===== config.mk =====
export PLATFORM = sky130hd
export DESIGN_NAME = uart_receive
export DESIGN_NICKNAME = d
export VERILOG_FILES = /design/src/rtl/uart_receive.sv
export SDC_FILE = /design/constraint.sdc
export NUM_CORES = 1
export LEC_CHECK = 0
export ABC_AREA = 1
export CORE_ASPECT_RATIO = 0.7
export CORE_MARGIN = 2
export CORE_UTILIZATION = 52
export DETAILED_ROUTE_END_ITERATION = 10
export MAX_ROUTING_LAYER = met4
export PLACE_DENSITY = 0.88
export SLEW_MARGIN = 20
export SYNTH_ARGS = -nofsm -noshare
export SYNTH_HDL_FRONTEND = slang
export SYNTH_SLANG_ARGS = --single-unit

===== constraint.sdc =====
create_clock -name clk -period 1.7 [get_ports clk]
set_clock_uncertainty 0.15 [all_clocks]
set_input_delay 0.34 -clock clk [delete_from_list [all_inputs] [get_ports clk]]
set_output_delay 0.34 -clock clk [all_outputs]
set_load 0.005 [all_outputs]

===== src/rtl/uart_receive.sv =====
// UART receiver: 1 start bit, D_WIDTH data bits LSB first, 1 stop bit; valid/ready delivery.
// Define UART_RX_SYNC_EN to pass rx through a 2-flop synchronizer before the FSM.
module uart_receive #(
  parameter int unsigned D_WIDTH      = 8,
  parameter int unsigned CLKS_PER_BIT = 1
) (
  input  logic               clk,
  input  logic               rst,
  input  logic               rx,
  input  logic               rx_ready,
  output logic [D_WIDTH-1:0] rx_data,
  output logic               rx_valid,
  output logic               rx_busy,
  output logic               rx_err,
  output logic               rx_overrun
);

  localparam int unsigned CntW = $clog2(CLKS_PER_BIT) + 1;
  localparam int unsigned BitW = $clog2(D_WIDTH + 1);
  localparam int unsigned Half = (CLKS_PER_BIT - 1) / 2;

  localparam logic [CntW-1:0] CntLast  = CntW'(CLKS_PER_BIT - 1);
  localparam logic [CntW-1:0] HalfLast = CntW'((Half == 0) ? 0 : Half - 1);
  localparam logic [BitW-1:0] BitLast  = BitW'(D_WIDTH - 1);

  typedef enum logic [2:0] {StIdle, StStart, StData, StStop, StWaitHigh} state_e;

  // With no half-bit delay the start bit is already confirmed at detection.
  localparam state_e StFirst = (Half == 0) ? StData : StStart;

  state_e             state_q;
  logic [CntW-1:0]    cnt_q;
  logic [BitW-1:0]    bit_cnt_q;
  logic [D_WIDTH-1:0] shift_q;
  logic               stop_done_q;
  logic               stop_ok_q;
  logic               rx_s;
  logic [D_WIDTH:0]   shift_ext;

`ifdef UART_RX_SYNC_EN
  logic [1:0] sync_q;

  always_ff @(posedge clk) begin
    if (rst) begin
      sync_q <= 2'b11;
    end else begin
      sync_q <= {sync_q[0], rx};
    end
  end

  assign rx_s = sync_q[1];
`else
  assign rx_s = rx;
`endif

  // New bit enters at the MSB; after D_WIDTH shifts bit 0 sits at the LSB.
  assign shift_ext = {rx_s, shift_q};
  assign rx_busy   = (state_q != StIdle);

  always_ff @(posedge clk) begin
    if (rst) begin
      state_q     <= StIdle;
      cnt_q       <= '0;
      bit_cnt_q   <= '0;
      shift_q     <= '0;
      stop_done_q <= 1'b0;
      stop_ok_q   <= 1'b0;
      rx_data     <= '0;
      rx_valid    <= 1'b0;
      rx_err      <= 1'b0;
      rx_overrun  <= 1'b0;
    end else begin
      rx_err     <= 1'b0;
      rx_overrun <= 1'b0;
      if (rx_valid && rx_ready) begin
        rx_valid <= 1'b0;
      end
      unique case (state_q)
        StIdle: begin
          if (!rx_s) begin
            cnt_q     <= '0;
            bit_cnt_q <= '0;
            state_q   <= StFirst;
          end
        end
        StStart: begin
          if (cnt_q == HalfLast) begin
            cnt_q   <= '0;
            state_q <= rx_s ? StIdle : StData;
          end else begin
            cnt_q <= cnt_q + 1'b1;
          end
        end
        StData: begin
          if (cnt_q == CntLast) begin
            cnt_q   <= '0;
            shift_q <= shift_ext[D_WIDTH:1];
            if (bit_cnt_q == BitLast) begin
              state_q <= StStop;
            end else begin
              bit_cnt_q <= bit_cnt_q + 1'b1;
            end
          end else begin
            cnt_q <= cnt_q + 1'b1;
          end
        end
        StStop: begin
          if (!stop_done_q) begin
            if (cnt_q == CntLast) begin
              cnt_q       <= '0;
              stop_done_q <= 1'b1;
              stop_ok_q   <= rx_s;
            end else begin
              cnt_q <= cnt_q + 1'b1;
            end
          end else begin
            // Delivery cycle; it also acts as IDLE so back-to-back starts are caught.
            stop_done_q <= 1'b0;
            bit_cnt_q   <= '0;
            if (stop_ok_q) begin
              if (!rx_valid || rx_ready) begin
                rx_data  <= shift_q;
                rx_valid <= 1'b1;
              end else begin
                rx_overrun <= 1'b1;
              end
              state_q <= rx_s ? StIdle : StFirst;
            end else begin
              rx_err  <= 1'b1;
              state_q <= StWaitHigh;
            end
          end
        end
        StWaitHigh: begin
          if (rx_s) begin
            state_q <= StIdle;
          end
        end
        default: state_q <= StIdle;
      endcase
    end
  end

endmodule


=== Yosys cells after proc, flatten, opt, wreduce, memory -nomap -nowiden ===
Cells that the tools add are included.

* Register bits after elaboration: 29
* Word-level logic and storage cells: 72
* Input bits: 4

* Bitwise gates (word level): 4
* Reductions and logical operators: 16
* $add $sub $neg: 2
* Equal/unequal tests: 13
* Muxes and demuxes: 27

{| class="wikitable"
|+ Operators by type and width
! kind !! number
|-
| $mux 3 || 7
|-
| $mux 4 || 4
|-
| $ne 2x2->1 const B || 8
|-
| $pmux 3 s5 || 1
|-
| $mux 1 || 12
|-
| $pmux 4 s3 || 1
|-
| $reduce_bool 3->1 || 3
|-
| $eq 3x2->1 const B || 2
|-
| $reduce_and 3->1 || 2
|-
| $reduce_and 6->1 || 1
|-
| $reduce_and 5->1 || 1
|-
| $add 4x1->4 const B || 1
|-
| $eq 4x3->1 const B || 1
|-
| $not 1->1 || 4
|-
| $reduce_and 4->1 || 1
|-
| $reduce_or 4->1 || 1
|-
| $eq 3x1->1 const B || 1
|-
| $eq 3x3->1 const B || 1
|-
| $logic_not 3->1 || 1
|-
| $pmux 1 s3 || 1
|-
| $reduce_or 3->1 || 1
|-
| $mux 2 || 1
|-
| $reduce_and 2->1 || 1
|-
| $reduce_or 2->1 || 1
|-
| 4 further kinds || 4
|}

=== Longest topological paths before layout ===
Gate-level depths: netlist of run 1.

* Depth after elaboration: 6
* Mapped depth: 9

=== Worst setup path after synthesis of run 1 ===
No wires, ideal clock.

* Kind: reg-to-reg
* Start: register state_q[1]
* End: register rx_data[4]
* Required time: 1.434 ns
* Library setup time: 0.116 ns
* Slack: 0.405 ns
* Arrival: 1.029 ns
* Stages on the path, launching flop included: 7
* Period minus slack after synthesis: 1.295 ns
* Buffers on the path: 1
* Path through: dfxtp_1 > nand2_1 > nor2_4 > nand4_4 > buf_6 > o21ai_1 > a21oi_1

* Longest elaborated chain between the ends: 2

{| class="wikitable"
|+ Ends and longest elaborated chain
! item !! line !! source
|-
| start: declaration || 31 || <nowiki>state_e state_q;</nowiki>
|-
| start signal: assignment || 62 || <nowiki>state_q <= StIdle;</nowiki>
|-
| start signal: assignment || 83 || <nowiki>state_q <= StFirst;</nowiki>
|-
| start signal: assignment || 89 || <nowiki>state_q <= rx_s ? StIdle : StData;</nowiki>
|-
| $eq 3x2->1 || 78 || <nowiki>unique case (state_q)</nowiki>
|-
| $reduce_and 4->1 (no line) || n/a ||
|-
| end signal: assignment || 122 || <nowiki>rx_data <= shift_q;</nowiki>
|-
| end: declaration || 11 || <nowiki>output logic [D_WIDTH-1:0] rx_data,</nowiki>
|}

Every way passes these cells.
A chain may end at the register's enable or synchronous reset.

=== Final worst setup path of run 1 ===
* Start: register state_q[2]
* End: output rx_busy

* Longest elaborated chain between the ends: 1

{| class="wikitable"
|+ Ends and longest elaborated chain
! item !! line !! source
|-
| $reduce_bool 3->1 || 58 || <nowiki>assign rx_busy = (state_q != StIdle);</nowiki>
|-
| end: declaration || 13 || <nowiki>output logic rx_busy,</nowiki>
|}

Every way passes these cells.

==> results of run 1 <==
-- logic make-up after synthesis --
family / share of synthesized area
adder cells (fa/ha/maj): 0.0110
AND/OR/NAND/NOR: 0.247
flip-flops: 0.492
AO/OA/AOI/OAI: 0.158
XOR/XNOR: 0.00769
buffers and inverters: 0.0845
-- registers in the layout, indices dropped and copies added, names as in the netlist --
register,flops
shift_q,8
rx_err,1
stop_ok_q,1
state_q,3
bit_cnt_q,4
rx_valid,1
stop_done_q,1
rx_overrun,1
rx_data,8
-- cells in the final DEF, fill, tap and decap left out, types with 8 or more instances in the layout --
cell type        n
a21oi_1         18
nand2_1         19
dlymetal6s2s_1  11
buf_4           11
dfxtp_1         16
dfxtp_2          9
o21ai_0         16
inv_1           18
nor2_1          24
nand3_1          8
-- area by class of cell --
class,count,area share
well taps,32,0.0263
clock inverters,1,0.0197
clock buffers,3,0.0148
inverters,19,0.0469
multi-input cells,98,0.326
repair buffers,27,0.183
flip-flops and latches,28,0.383
-- stage by stage --
step	setup TNS, ns	setup WS (ns)	hold slack, ns	cell area, µm²	cells
floorplan	0	0.405	0.290	1140	149
global placement	0	0.0199	0.280	1370	199
detailed placement	-0.292	-0.0476	0.288	1370	199
CTS	0	0.00342	0.308	1470	206
global route	-0.0210	-0.0210	0.318	1520	208
finish	0	0.0573	0.299	1520	208
-- power groups by stage --
stage | sequential, mW | clock [mW] | combinational (mW)
after CTS | 0.699 | 0.450 | 0.124
after floorplan | 0.712 | 0 | 0.0793
after detailed placement | 0.716 | 0 | 0.119
final | 0.699 | 0.443 | 0.132
after global routing | 0.704 | 0.485 | 0.148
after global placement | 0.715 | 0 | 0.113
-- critical path, delay by kind of cell, from the launching register on --
kind / cells / cell delay, ns
flops: 1 / 0.37
buf+inv: 2 / 0.37
simple gates: 1 / 0.07
-- what timing repair did --
item / CTS / global route
pin swaps: 0 / 1
resized for setup: 11 / 19
setup buffers: 3 / 2
endpoints found under the setup margin: 3 / 13
-- metal layers --
| metal | GRT usage | part of all wire | vias up |
|---|---|---|---|
| met5 | - | 0 | - |
| met1 | 0.240 | 0.43 | 461 |
| met2 | 0.313 | 0.50 | 27 |
| li1 | - | - | 538 |
| met3 | 0.0671 | 0.050 | 7 |
| met4 | 0.107 | 0.020 | 0 |
-- how the worst max path moves through the flow --
stage,startpoint,endpoint,cells past startpoint
6_report,state_q[2]$_SDFFE_PP0P_,rx_busy,3
5_1_grt,state_q[2]$_SDFFE_PP0P_,rx_busy,3
4_1_cts,rx_valid$_SDFF_PP0_,rx_valid,1
3_5_place_dp,rx_ready,rx_data[6]$_SDFFE_PP0P_,6
3_3_place_gp,rx_ready,rx_data[5]$_SDFFE_PP0P_,6
2_1_floorplan,state_q[1]$_SDFFE_PP0P_,rx_data[4]$_SDFFE_PP0P_,6
==> impl_results.md, run 1 <==
- Mean post-synth cell area: about 7.6 µm²
- Post-synth cell types: 21
- Routed vias/inst: roughly 5.0
- First-pass detailed-route iteration total: 5
- Total Power: approximately 1.3 mW
- Max_cap viols: 0
- Slew Limit Fails: 0
- Clk Latency, worst-skew pair: ~0.34 ns
- Wire length per cell: between 10 and 15 µm
- Worst Hold Class: flop to flop
- Setup Crit Path Kind: flop to output port
- Core area: 2120 µm²
- Slew of the pin with the lowest slew margin: between 0.2 and 0.3 ns
- Initial antenna violation count: 0
- Post-DRT Antenna Nets: 0
- Total grt overflow: 0
- Root Driver: clkbuf_4
- Net Count, Synth: around 150
- Cell count of the worst reg-to-reg path: 6
- Comb pwr share: 0.104
- Primary FF master, synth: dfxtp_1
- Seq. cell area: a little under 600 µm²
- Synthesized area: between 1000 and 1500 µm²
- Synthesized instance count: 149
- # IOs: 16
- Flops & latches, synth: 28
- Vias in the first global route: roughly 880
- HP Start: rx_data[3]$_SDFFE_PP0P_
- Multi-input logic area: roughly 500 µm²
- R2R Setup Slk: between 0.1 and 0.15 ns
- Int Power: 0.976 mW
- Die height: between 40 and 50 µm
- FMAX: a little over 600 MHz
- Flop pwr share: 0.549
- Area leader, netlist: dfxtp_1
- Synth cell count leaders: dfxtp_1 (28), nor2_1 (25), nand2_1 (19), a21oi_1 (18), inv_1 (18)
- Post-CTS Hold Buffers: 0
- R2r startpoint: state_q[1]$_SDFFE_PP0P_
- Post-detail-place hpwl: between 1500 and 2000 µm
- H-tree lvl count: 1
- Slowest CP cell: dfxtp_4
- Die X: between 50 and 60 µm
- Critical path startpoint category: flop
- Sink Count: 28
- Gr usage total: 0.206
- EDFF count, synth: 0
- Seq/Total Area, Yosys: 0.492
- Leakage dissipation: 0.822 nW
- CP peak stage delay: about 0.37 ns
- GP Congestion: 0.879
- Psw: about 0.30 mW
- Post-synth ARST share: 0
- Utilization after layout: 0.718
- Final worst path period share: 0.966
- WP data required: roughly 1.2 ns
- DRC viols: 0
- CTS tree: done
- Number of diodes: 0
- Std-Cell Rows: 14
- VDD IR max: 587 µV
- Final critical-path required period: between 1.5 and 2 ns
- Die area: around 2600 µm²
- Post-synth top area share: 0.492
- Nets@finish: roughly 180
- 1st-iter DRT viols: 34
- PD cells: between 800 and 900 nW/µm²
- Share of layout cells above drive strength 1: 0.205
- Reg-to-Reg End: rx_data[6]$_SDFFE_PP0P_
- Buffers on Ports: 15
- CP cell instances: inv_1 > nand2_1 > dlygate4sd2_1
- First-pass GRT wire length: roughly 3800 µm
- DR vias: about 1000
- Total Wirelength: around 2400 µm
- Max FO, Critical Path: 4
- Clock Pin Slew Worst Setup and Hold Paths: about 0.16 ns
- Worst Hold Depth: 2
- Yosys warning count: 0
- P&R area growth vs syn: 33.5%
- Clk buf depth: 2
- Switching share of power: 0.234
- Fill cells: 158
- Worst path arrival time: between 1 and 1.5 ns
- Inserted Clock Buffers: 3
- Largest net degree at the start of global routing: 20
- Crit end category: output port
- Slew HR: 0.832
- Final Hold Fails: 0
- Synth top area cells: dfxtp_1 (49%), nor2_1 (8.2%), a21oi_1 (7.9%)
- Initial Util: 0.538
- Outcome: finished clean
- Cell with the most instances after synthesis: dfxtp_1
- Clock power share: 0.348
- Hold worst-path end: rx_data[3]$_SDFFE_PP0P_
- Final setup fails: 0
Power figures use the tool's default switching activity.
==> run 2: changes to the inputs <==
Settings changed: RECOVER_POWER set to 100, SKIP_LAST_GASP set to 1.
==> run 2 against run 1 <==
Compared with the run above: core utilization shrank 0.24 points; hold slack is the same; via count did not move; final cell count is the same; sequential share of layout area is 0.13 points higher; global-route usage did not move; power did not move; critical path depth shrank 2; sequential power hardly changed; combinational power about the same; largest power group unchanged.
==> impl_results.md, run 2 (synthesized netlist as in run 1, its figures left out) <==
- Final worst path period share: 0.986
- Family with the most delay on the worst path: buffers and inverters
- Slowest CP cell: clkdlybuf4s50_1
- Area of placed instances: 1370 µm²
- Die X: between 50 and 60 µm
- Final Hold Fails: 0
- Gr usage total: 0.206
- Cell count of the worst reg-to-reg path: 6
- Critical path startpoint category: flop
- # IOs: 16
- GP Congestion: 0.879
- Vias in the first global route: 884
- Core area: approximately 2100 µm²
- Most common cell after layout, fill and taps aside: nor2_1
- Initial antenna violation count: 0
- Cells after DPL: ~200
- Number of diodes: 0
- Share of layout cells above drive strength 1: 0.205
- Flop pwr share: 0.549
- Clock Pin Slew Worst Setup and Hold Paths: about 0.16 ns
- Post-CTS Hold Buffers: 0
- VDD IR max: ~600 µV
- Nets@finish: between 150 and 200
- FMAX: 597 MHz
- Total grt overflow: 0
- Die height: 43.2 µm
- Worst Hold Class: flop to flop
- Int Power: between 0.9 and 1 mW
- Final setup fails: 0
- P&R area growth vs syn: 33.0%
- Initial Util: 0.538
- Post-DRT Antenna Nets: 0
- Clock power share: 0.348
- Leakage dissipation: just under 0.8 nW
- H-tree lvl count: 1
- Buffers on Ports: 15
- Total Wirelength: around 2400 µm
- Psw: ~0.3 mW
- Most frequent cells in the layout: nor2_1 (24), nand2_1 (19), inv_1 (18), a21oi_1 (18)
- Sink Count: 28
- Setup Crit Path Kind: flop to output port
- Setup tns final: 0 ns
- Setup crit end: rx_data[2]
- CP cell instances: clkdlybuf4s50_1
- Layout Cells excl Fill: 208
- PnR worst setup slack: about 0.024 ns
- DR vias: around 1000
- Biggest regs: rx_data x8, shift_q x8, bit_cnt_q x4
- First-pass detailed-route iteration total: 5
- Crit end category: output port
- Place WS: -0.0476 ns
- Die area: between 2000 and 3000 µm²
- Wire length per cell: roughly 11 µm
- Final critical-path required period: between 1.5 and 2 ns
- Outcome: finished clean
- CP peak stage delay: 0.49 ns
- Largest net degree at the start of global routing: 20
- Std-Cell Rows: 14
- Reg-to-Reg End: rx_data[6]$_SDFFE_PP0P_
- Comb pwr share: 0.104
- Max_cap viols: 0
- Design Area, Final: between 1500 and 2000 µm²
- Clk buf depth: 2
- Slew HR: 0.832
- PD cells: 841 nW/µm²
- Critical Path Stages: 1
- Routed vias/inst: 4.97
- Max FO, Critical Path: 2
- CTS tree: done
- Inserted Clock Buffers: 3
- RSZ-0062 raised after global routing: yes
- First-pass GRT wire length: between 3000 and 4000 µm
- R2R Setup Slk: about 0.14 ns
- Worst path arrival time: around 1.2 ns
- Switching share of power: 0.234
- Post-detail-place hpwl: roughly 1600 µm
- Slew Limit Fails: 0
- R2r startpoint: state_q[1]$_SDFFE_PP0P_
- Slew of the pin with the lowest slew margin: between 0.2 and 0.3 ns
- CP bufs+invs: 1
- Clk Latency, worst-skew pair: ~0.34 ns
- Worst setup path start: rx_data[2]$_SDFFE_PP0P_
- DRC viols: 0
- Root Driver: clkbuf_4
- 1st-iter DRT viols: 34
- WP data required: around 1.2 ns
- Total Power: roughly 1.3 mW
run 2: timing repair:
action	in CTS	in global routing
gates resized for setup	11	18
pin swaps	0	1
setup endpoints to repair	3	13
setup buffers	3	2
run 2: worst register-to-register path, stage by stage (launching register included):
cell and delay, ns:
dfxtp_4 0.39, buf_4 0.13, nand2_1 0.08, nor2_4 0.18, nand4_4 0.20, buf_4 0.21, a21oi_1 0.14
run 2: metal layers:
metal  vias up  global-route usage  part of all wire
met5         -                   -                 0
met4         0               0.107             0.020
met3         7              0.0671             0.048
met2        27               0.313              0.50
met1       461               0.240              0.43
li1        538                   -                 -
run 2: power by group through the flow:
stage | logic (mW) | clock network (mW) | registers [mW]
floorplan | 0.0793 | 0 | 0.712
global placement | 0.113 | 0 | 0.715
detailed placement | 0.119 | 0 | 0.716
CTS | 0.124 | 0.450 | 0.699
global route | 0.148 | 0.485 | 0.704
finish | 0.132 | 0.443 | 0.699
run 2: area by class of cell:
type,count,area (µm²)
Fill cell,158,603
Multi-Input combinational cell,98,495
Tap cell,32,40.0
Timing Repair Buffer,27,274
Clock inverter,1,30.0
Clock buffer,3,22.5
Sequential cell,28,583
Inverter,19,71.3
run 2: metrics by stage:
step / util / hold slack [ns]
5_1_grt: 0.715 / 0.318
2_1_floorplan: - / 0.290
3_5_place_dp: 0.646 / 0.288
3_3_place_gp: 0.646 / 0.280
6_report: 0.715 / 0.299
4_1_cts: 0.691 / 0.308
run 2: how the worst min path moves through the flow:
stage / startpoint / endpoint / slack, ns / depth (start not counted)
detailed placement: rx_data[3]$_SDFFE_PP0P_ / rx_data[3]$_SDFFE_PP0P_ / 0.29 / 2
CTS: rx_data[3]$_SDFFE_PP0P_ / rx_data[3]$_SDFFE_PP0P_ / 0.31 / 2
finish: rx_data[3]$_SDFFE_PP0P_ / rx_data[3]$_SDFFE_PP0P_ / 0.30 / 2
global placement: rx_data[0]$_SDFFE_PP0P_ / rx_data[0]$_SDFFE_PP0P_ / 0.28 / 2
floorplan: rx_data[0]$_SDFFE_PP0P_ / rx_data[0]$_SDFFE_PP0P_ / 0.29 / 2
global route: rx_data[1]$_SDFFE_PP0P_ / rx_data[1]$_SDFFE_PP0P_ / 0.32 / 2
